**config.mk**
```make
export PLATFORM = sky130hd
export DESIGN_NAME = branch_resolve_ctrl
export DESIGN_NICKNAME = d
export VERILOG_FILES = /design/src/rtl/branch_resolve_ctrl.sv
export SDC_FILE = /design/constraint.sdc
export NUM_CORES = 1
export LEC_CHECK = 0
export BUFFER_PORTS_ARGS = -buffer_cell sky130_fd_sc_hd__buf_2
export CORE_MARGIN = 2
export CORE_UTILIZATION = 40
export DETAILED_ROUTE_END_ITERATION = 16
export PLACE_DENSITY = 0.83
export SLEW_MARGIN = 10
export SYNTH_ARGS = -nofsm -noshare
export SYNTH_HDL_FRONTEND = slang
export SYNTH_SLANG_ARGS = --single-unit
```
**constraint.sdc**
```tcl
create_clock -name i_clk -period 2.13 [get_ports i_clk]
set_input_delay 0.1065 -clock i_clk [delete_from_list [all_inputs] [get_ports i_clk]]
set_output_delay 0.1065 -clock i_clk [all_outputs]
set_load 0.1 [all_outputs]
```
**src/rtl/branch_resolve_ctrl.sv**
```systemverilog
// Decode-stage beq/bne resolver: stalls on operand hazards, compares, redirects the PC.
// Latency: branch resolved in cycle t -> pc_src/flush_if/jump_address valid in cycle t+1.
// Backpressure: drives o_stall_id combinationally while a branch operand is in flight.
//
// Ports:
//   i_clk, i_rst_n            clock, synchronous active-low reset
//   i_branch_valid/_ne        conditional branch present in ID, 1 = bne / 0 = beq
//   i_operand_hazard          rs or rt not yet forwardable
//   i_rs_value, i_rt_value    forwarded operands
//   i_branch_immediate        sign-extended word offset
//   i_pc_plus_four            branch address + 4
//   o_stall_id                freeze PC and IF/ID (combinational)
//   o_pc_src, o_flush_if      one-cycle redirect / squash (from state register)
//   o_jump_address            registered branch target
//   o_hazard_timeout          sticky stall watchdog flag
//   o_taken_count             saturating taken-branch counter
module branch_resolve_ctrl #(
  parameter int STALL_LIMIT = 3,
  parameter int COUNT_WIDTH = 16
) (
  input  logic                   i_clk,
  input  logic                   i_rst_n,
  input  logic                   i_branch_valid,
  input  logic                   i_branch_ne,
  input  logic                   i_operand_hazard,
  input  logic [31:0]            i_rs_value,
  input  logic [31:0]            i_rt_value,
  input  logic [31:0]            i_branch_immediate,
  input  logic [31:0]            i_pc_plus_four,
  output logic                   o_stall_id,
  output logic                   o_pc_src,
  output logic [31:0]            o_jump_address,
  output logic                   o_flush_if,
  output logic                   o_hazard_timeout,
  output logic [COUNT_WIDTH-1:0] o_taken_count
);

  typedef enum logic [1:0] {
    S_IDLE     = 2'b00,
    S_WAIT     = 2'b01,
    S_REDIRECT = 2'b10
  } state_t;

  localparam logic [COUNT_WIDTH-1:0] CNT_ONE = {{(COUNT_WIDTH-1){1'b0}}, 1'b1};
  localparam logic [COUNT_WIDTH-1:0] CNT_MAX = {COUNT_WIDTH{1'b1}};
  localparam logic [3:0]             LIMIT   = 4'(STALL_LIMIT);

  state_t                   r_state;
  state_t                   w_next_state;
  logic [3:0]               r_stall_cnt;
  logic [3:0]               w_stall_cnt_nxt;
  logic [31:0]              r_jump_address;
  logic                     r_hazard_timeout;
  logic [COUNT_WIDTH-1:0]   r_taken_count;

  logic                     w_active;
  logic                     w_stall_req;
  logic                     w_resolve;
  logic                     w_taken;
  logic                     w_redirect_go;
  logic [31:0]              w_target;

  // REDIRECT is the only state that does not look at the ID instruction.
  assign w_active      = (r_state == S_IDLE) || (r_state == S_WAIT);
  assign w_stall_req   = i_branch_valid & i_operand_hazard;
  assign w_resolve     = w_active & i_branch_valid & ~i_operand_hazard;
  assign w_taken       = (i_rs_value == i_rt_value) ^ i_branch_ne;
  assign w_redirect_go = w_resolve & w_taken;
  // Word offset scaled to bytes; overflow past 2^32 wraps silently.
  assign w_target      = i_pc_plus_four + {i_branch_immediate[29:0], 2'b00};

  // State register
  always_ff @(posedge i_clk) begin
    if (!i_rst_n) begin
      r_state <= S_IDLE;
    end else begin
      r_state <= w_next_state;
    end
  end

  // Next-state logic
  always_comb begin
    w_next_state = S_IDLE;
    case (r_state)
      S_IDLE: begin
        if (w_stall_req)        w_next_state = S_WAIT;
        else if (w_redirect_go) w_next_state = S_REDIRECT;
        else                    w_next_state = S_IDLE;
      end
      S_WAIT: begin
        if (!i_branch_valid)    w_next_state = S_IDLE;   // cancelled upstream
        else if (w_stall_req)   w_next_state = S_WAIT;
        else if (w_taken)       w_next_state = S_REDIRECT;
        else                    w_next_state = S_IDLE;
      end
      S_REDIRECT: w_next_state = S_IDLE;
      default:    w_next_state = S_IDLE;
    endcase
  end

  // Output decode
  always_comb begin
    o_stall_id = i_rst_n & w_stall_req & w_active;
    o_pc_src   = (r_state == S_REDIRECT);
    o_flush_if = (r_state == S_REDIRECT);
  end

  // Consecutive-stall counter: 1 on the first stalled cycle, saturating at 15,
  // cleared whenever the branch resolves, is cancelled or we are redirecting.
  always_comb begin
    w_stall_cnt_nxt = 4'd0;
    if (w_active && w_stall_req) begin
      if (r_state == S_IDLE)       w_stall_cnt_nxt = 4'd1;
      else if (r_stall_cnt == 4'hF) w_stall_cnt_nxt = 4'hF;
      else                          w_stall_cnt_nxt = r_stall_cnt + 4'd1;
    end
  end

  // Datapath / debug registers
  always_ff @(posedge i_clk) begin
    if (!i_rst_n) begin
      r_stall_cnt      <= 4'd0;
      r_jump_address   <= 32'd0;
      r_hazard_timeout <= 1'b0;
      r_taken_count    <= '0;
    end else begin
      r_stall_cnt <= w_stall_cnt_nxt;
      // Watchdog only flags; it never forces the branch to resolve.
      if (w_active && w_stall_req && (w_stall_cnt_nxt >= LIMIT)) begin
        r_hazard_timeout <= 1'b1;
      end
      if (w_redirect_go) begin
        r_jump_address <= w_target;
        if (r_taken_count != CNT_MAX) begin
          r_taken_count <= r_taken_count + CNT_ONE;
        end
      end
    end
  end

  assign o_jump_address   = r_jump_address;
  assign o_hazard_timeout = r_hazard_timeout;
  assign o_taken_count    = r_taken_count;

endmodule

```
==> results of run 1 <==
## synthesized netlist by cell type, drive strengths merged, types with 5 or more instances
master,n,area (um2)
clkbuf,8,30.0
nor2,58,218
and4b,6,60.1
nor3,12,60.1
and3,10,62.6
dfxtp,55,1100
o21ai,22,114
mux2i,6,60.1
xnor2,22,193
ha,31,388
nand2,38,143
nand4,8,50.1
o21bai,5,37.5
inv,14,52.6
xor2,42,368
a211o,5,43.8
nand3,18,90.1
a21oi,48,240
a21o,8,60.1
nor4,11,81.3
buf,9,60.1
a211oi,5,37.5
o21a,5,37.5
## routing by layer
layer	vias to the layer above	GRT usage [%]
met5	-	0
met4	0	7.63
met3	25	3.88
met2	176	44.0
met1	2075	24.7
li1	2266	-
## stage by stage
step	utilization (%)	worst slack, ns	hold slack [ns]	cell area (um2)
detailed placement	56.7	-0.361	0.365	5540
floorplan	-	0.0159	0.254	4070
CTS	57.7	0.0139	0.0248	5640
global route	59.0	-0.0384	0.0512	5770
finish	59.0	0.0322	0.0341	5770
global placement	56.7	-0.247	0.345	5540
## worst max-delay path by stage
stage,to,slack (ns),start
2_1_floorplan,o_taken_count[0]$_SDFFE_PN0P_,0.02,o_taken_count[2]$_SDFFE_PN0P_
3_3_place_gp,o_jump_address[24]$_SDFFE_PN0P_,-0.25,i_branch_immediate[0]
3_5_place_dp,o_jump_address[24]$_SDFFE_PN0P_,-0.36,i_branch_immediate[0]
4_1_cts,o_jump_address[24]$_SDFFE_PN0P_,0.01,i_branch_immediate[5]
5_1_grt,o_jump_address[30]$_SDFFE_PN0P_,-0.04,i_branch_immediate[5]
6_report,o_jump_address[30]$_SDFFE_PN0P_,0.03,i_branch_immediate[5]
## critical path, delay by kind of cell
kind,cells,cell delay [ns]
buffers and inverters,2,0.24
AOI/OAI and AO/OA,4,0.93
adders and majority gates,1,0.31
and+or+nand+nor,4,0.72
## power by group through the flow
| stage | sequential (mW) | clock (mW) | combinational, mW |
|---|---|---|---|
| 6_report | 1.08 | 0.612 | 1.16 |
| 5_1_grt | 1.08 | 0.668 | 1.26 |
| 4_1_cts | 1.08 | 0.633 | 1.12 |
| 3_5_place_dp | 1.10 | 0 | 1.11 |
| 3_3_place_gp | 1.10 | 0 | 1.09 |
| 2_1_floorplan | 1.32 | 0 | 0.490 |
## timing repair
action / CTS / global route
pin swaps: 0 / 8
endpoints found under the setup margin: 1 / 22
gates cloned: 0 / 1
resized for setup: 1 / 18
buffers inserted: 0 / 1
## registers in the layout, indices dropped and copies added (netlist names)
signal / cells
o_taken_count: 16
o_hazard_timeout: 1
r_stall_cnt: 4
r_state: 2
o_jump_address: 32
## cells by family (layout without fill, tap and decap cells)
| logic type | count (synthesis) | count (layout) |
|---|---|---|
| DFF | 55 | 55 |
| AOI/OAI and AO/OA | 121 | 121 |
| buffers and inverters | 31 | 269 |
| other | 0 | 1 |
| xor gates and xnor gates | 64 | 64 |
| and+or+nand+nor | 189 | 189 |
| muxes | 6 | 6 |
| adders and majority gates | 32 | 32 |
## cell usage in the layout, fill, tap and decap left out, types with 6 or more instances in the layout
cell type  synthesis  routed
nand4_1            8       8
a21oi_1           48      43
o21ai_0           20      20
mux2i_1            6       6
nor3_1            12      11
buf_2              6     182
a21o_1             8       8
nand3_1           18      18
xor2_1            42      42
xnor2_1           22      22
inv_1             14      14
dfxtp_1           55      43
and3_1            10       9
nor4_1             9       8
buf_4              1      63
ha_1              31      30
nand2_1           38      38
dfxtp_2            0       8
and4b_1            6       6
nor2_1            58      58
## area by class of cell
cell class | instances | area, um2
Antenna cell | 1 | 2.50
Clock buffer | 5 | 68.8
Clock inverter | 3 | 23.8
Fill cell | 887 | 4000
Inverter | 14 | 52.6
Multi-Input combinational cell | 412 | 2900
Sequential cell | 55 | 1130
Tap cell | 133 | 166
Timing Repair Buffer | 247 | 1430
==> impl_metrics.yaml, run 1 <==
run_status:
  status: "finished clean"
power_and_ir_drop:
  clockPowerShare_pct: 21.5
  p_per_area_mw_per_mm2: 493
  switching_share_pct: 38.5
  power_mw: 2.85
  p_switching_mw: 1.10
  pwr-share-comb_pct: 40.6
  vdd_drop_max_uv: 376
  power_frac_seq_pct: 37.9
  leakage_nw: 2.79
  intPower_mw: 1.75
detailed_routing:
  dr.pass1.iters: 4
  avgViaCountPerCell: 5.22
  wl_per_cell_um: 14.7
  drt_wl_total_um: 12800
  top_layer: "met4"
  drc: 0
  drt_iter0_markers: 196
  vias: 4542
  antenna_left: 0
  met1_length_um: 5110
  wl_met3_um: 759
  routed-wl-met2_um: 6560
cts:
  hold_buffers: 0
  clockRootBuffer: "clkbuf_8"
  numCtsBuffers: 5
  cts_max_level: 2
  clock_sinks: 55
  tritoncts: "done"
  clockBufferDepth: 2
  path_clk_slew_ns: 0.11
  clock_latency_ns: 0.31
synth:
  yosys.cell_types.count: 52
  syn_area_mm2: 0.00401
  muxShareOfSynthArea_pct: 1.50
  ys.flop_type: "dfxtp_1"
  synthAdderAreaFrac_pct: 10.2
  syn_nets: 663
  yosysWarnings: 0
  synth_edf_count: 0
  synth_cells: 498
  synth-seq-cells: 55
  ys_async_sr_fraction_pct: 0
  synth-compound-area-share_pct: 19.0
  synth_xor_area_share_pct: 14.0
  synthSimpleGateAreaFrac_pct: 24.4
  syn_area_per_cell_um2: 8.05
  yosysSeqAreaShare_pct: 27.4
  synth_top_family_by_area: "simple AND/OR/NAND/NOR gates"
final_layout:
  drive_gt1_share_pct: 39.9
  nets: 900
  stdcell_count: 870
  area.growth.synth_to_final_pct: 43.9
worst_setup_path:
  end_kind: "flop"
  path_max_fanout: 3
  critPathRequiredTime_ns: 2.34
  r2r_start: "o_taken_count[3]$_SDFFE_PN0P_"
  arrival_ns: 2.30
  reg2reg_to: "o_taken_count[4]$_SDFFE_PN0P_"
  critical_path_class: "in -> reg"
  max_stage_delay_ns: 0.37
  path_cells: "buf_2 > ha_1 > a21o_1 > buf_4 > or2_2 > o21ai_2 > a211o_1 > nand4_1 > a311oi_2 > or4_1 > nand3_1"
  r2r_slack_ns: 0.22
  rr_worst_depth: 9
  crit_slowest_cell: "a311oi_2"
  start_kind: "primary input"
global_route:
  grt_pass1_vias: 4550
  grt_max_degree: 40
  antenna_found_initial: 1
  grt_pass1_wl_um: 20700
  grt_remaining_overflow: 0
  grtUsageTotal_pct: 22.7
sta:
  fin_skew_ns: 0.00700
  min_period_ns: 2.10
  slew_violations: 0
  min_period_over_period_pct: 98.5
  final.setup.tns_ns: 0
  rsz0062_at_grt: "true"
  slew-limit-headroom_pct: 52.0
  finalHoldViolCount: 0
  setup_violations: 0
  tightest_slew_ns: 0.712
  timing.fmax_mhz: 477
floorplanning:
  chipHeight_um: 104
  rows: 36
  start_util_pct: 41.0
  io-pin-count: 185
  die_w_um: 104
  dieArea_mm2: 0.0108
  core_area_mm2: 0.00977
placed_design:
  io_buffers: 182
  place_inst: 859
  gp_congestion: 0.850
  hpwl_um: 10200
job:
  maxCapViolations: 0
hold_path:
  hold_depth: 3
  hold_end: "o_jump_address[1]$_SDFFE_PN0P_"
  min_from: "i_pc_plus_four[1]"
  hold_path_class: "in -> reg"
Power figures use the tool's default switching activity.
==> run 2: changes to the inputs <==
Settings changed: CORE_UTILIZATION 40 to 43, PLACE_DENSITY 0.83 to 0.87.
==> run 2 against run 1 <==
Sequential power hardly changed. Register-to-register slack worse by 0.02 ns. Utilization is 2.5 points higher. Final cell count is 3.0% lower. Sequential share of layout area is 0.47 points higher. Total power is 0.81% lower. Sequential cell count stayed put. Die area is 6.7% lower. Fmax is 0.46% higher. Global-route usage is 0.65 points higher. Worst hold slack worse by 0.0063 ns. Critical endpoint is now o_jump_address[31]$_SDFFE_PN0P_. Largest cell class unchanged.
==> impl_metrics.yaml, run 2 (synthesis gave the netlist of run 1 again) <==
global_route:
  grt_max_degree: 45
  antenna_found_initial: 0
  grtUsageTotal_pct: 23.4
  grt_pass1_wl_um: 19400
  grt_remaining_overflow: 0
  grt_pass1_vias: 4516
sta:
  min_period_ns: 2.09
  fin_skew_ns: 0.0124
  setup_violations: 0
  timing.fmax_mhz: 479
  tightest_slew_ns: 0.521
  slew_violations: 0
  min_period_over_period_pct: 98.0
  slew-limit-headroom_pct: 65.5
  finalHoldViolCount: 0
worst_setup_path:
  critical_path_class: "in -> reg"
  arrival_ns: 2.30
  r2r_slack_ns: 0.20
  path_buf_inv: 2
  crit_slowest_cell: "o311a_1"
  r2r_start: "o_taken_count[3]$_SDFFE_PN0P_"
  crit_family: "compound AO/OA/AOI/OAI gates"
  critPathRequiredTime_ns: 2.35
  path_cells: "buf_2 > ha_1 > a211o_1 > a21oi_1 > buf_4 > a211oi_1 > a21oi_2 > nor4_4 > o211ai_1 > a21oi_1 > o311a_1"
  path_max_fanout: 4
  reg2reg_to: "o_taken_count[4]$_SDFFE_PN0P_"
  end_kind: "flop"
  start_kind: "primary input"
  cpMostUsedCell: "a21oi_1"
  max_stage_delay_ns: 0.34
  rr_worst_depth: 9
power_and_ir_drop:
  p_per_area_mw_per_mm2: 501
  leakage_nw: 2.76
  vdd_drop_max_uv: 408
floorplanning:
  io-pin-count: 185
  start_util_pct: 43.8
  core_area_mm2: 0.00915
  die_w_um: 101
  chipHeight_um: 101
  dieArea_mm2: 0.0101
  rows: 35
cts:
  cts_max_level: 2
  tritoncts: "done"
  clock_latency_ns: 0.32
  clock_sinks: 55
  clockRootBuffer: "clkbuf_8"
  numCtsBuffers: 5
  clockBufferDepth: 2
  path_clk_slew_ns: 0.11
  hold_buffers: 0
final_layout:
  final_util_pct: 61.6
  final_common_cell: "buf_2"
  nets: 897
  largest_reg_flops: 32
  area.growth.synth_to_final_pct: 40.5
  stdcell_count: 844
  antenna_cells: 0
  final_cell_mix: "182 x buf_2, 61 x buf_4, 58 x nor2_1, 44 x a21oi_1, 43 x dfxtp_1"
  drive_gt1_share_pct: 38.5
detailed_routing:
  drc: 0
  wl_per_cell_um: 15.0
  antenna_left: 0
  drt_wl_total_um: 12600
  vias: 4581
  dr.pass1.iters: 5
  drt_iter0_markers: 238
  avgViaCountPerCell: 5.43
placed_design:
  io_buffers: 182
  place_inst: 835
  hpwl_um: 10300
  gp_congestion: 0.942
job:
  maxCapViolations: 0
hold_path:
  hold_path_class: "in -> reg"
  min_from: "i_pc_plus_four[1]"
  hold_depth: 3
  hold_end: "o_jump_address[1]$_SDFFE_PN0P_"
run_status:
  status: "finished clean"
-- run 2: power by group --
group          switching [mW]  internal [mW]  leakage [nW]
logic                   0.694          0.448          2.26
registers              0.0187           1.06         0.453
clock network           0.370          0.238        0.0418
total                    1.08           1.74          2.76
-- run 2: repair_timing --
item,4_1_cts,5_1_grt
gates resized for setup,1,7
endpoints found under the setup margin,1,7
pin swaps,0,3
hold endpoints to repair,0,0
setup buffers,0,1
gates cloned,0,0
-- run 2: worst max-delay path by stage --
| stage | start | endpoint | slack, ns | cells after the start |
|---|---|---|---|---|
| after detailed placement | i_branch_immediate[1] | o_jump_address[31]$_SDFFE_PN0P_ | -0.34 | 10 |
| after global routing | i_pc_plus_four[2] | o_jump_address[28]$_SDFFE_PN0P_ | -0.04 | 12 |
| after CTS | i_branch_immediate[0] | o_jump_address[30]$_SDFFE_PN0P_ | 0.05 | 12 |
| after global placement | i_branch_immediate[1] | o_jump_address[31]$_SDFFE_PN0P_ | -0.23 | 10 |
| after floorplan | o_taken_count[2]$_SDFFE_PN0P_ | o_taken_count[0]$_SDFFE_PN0P_ | 0.02 | 10 |
| final | i_branch_immediate[10] | o_jump_address[31]$_SDFFE_PN0P_ | 0.04 | 11 |
-- run 2: final cells by class --
type                       count  area, um2
sequential                    55       1130
clock buffer                   6       72.6
fill                         772       3520
multi-input combinational    412       2840
tap                          111        139
inverter                      14       52.6
clock inverter                 2       16.3
timing repair buffer         244       1390
-- run 2: worst reg2reg max path, stage by stage, from the launching register on --
cell	delay, ns
dfxtp_4	0.37
nand3_1	0.12
nor2_1	0.08
and3_1	0.20
and3_1	0.19
and3_1	0.17
buf_4	0.17
nor4b_2	0.29
xnor2_1	0.17
nor2_1	0.06
-- run 2: routing by layer --
layer / up-vias / wire length (um) / track usage (%)
met5: - / 0 / 0
met4: 0 / 195 / 6.95
met3: 20 / 958 / 5.41
met2: 186 / 6800 / 47.2
met1: 2124 / 4670 / 23.2
li1: 2251 / - / -
-- run 2: metrics by stage --
step	TNS (ns)	worst slack, ns	total power [mW]	hold slack (ns)	area (um2)
finish	0	0.0418	2.82	0.0278	5640
global route	-0.0806	-0.0402	2.96	0.0398	5640
CTS	0	0.0451	2.82	0.0293	5590
detailed placement	-3.41	-0.343	2.22	0.363	5500
global placement	-1.72	-0.232	2.18	0.347	5500
floorplan	0	0.0159	1.81	0.254	4070
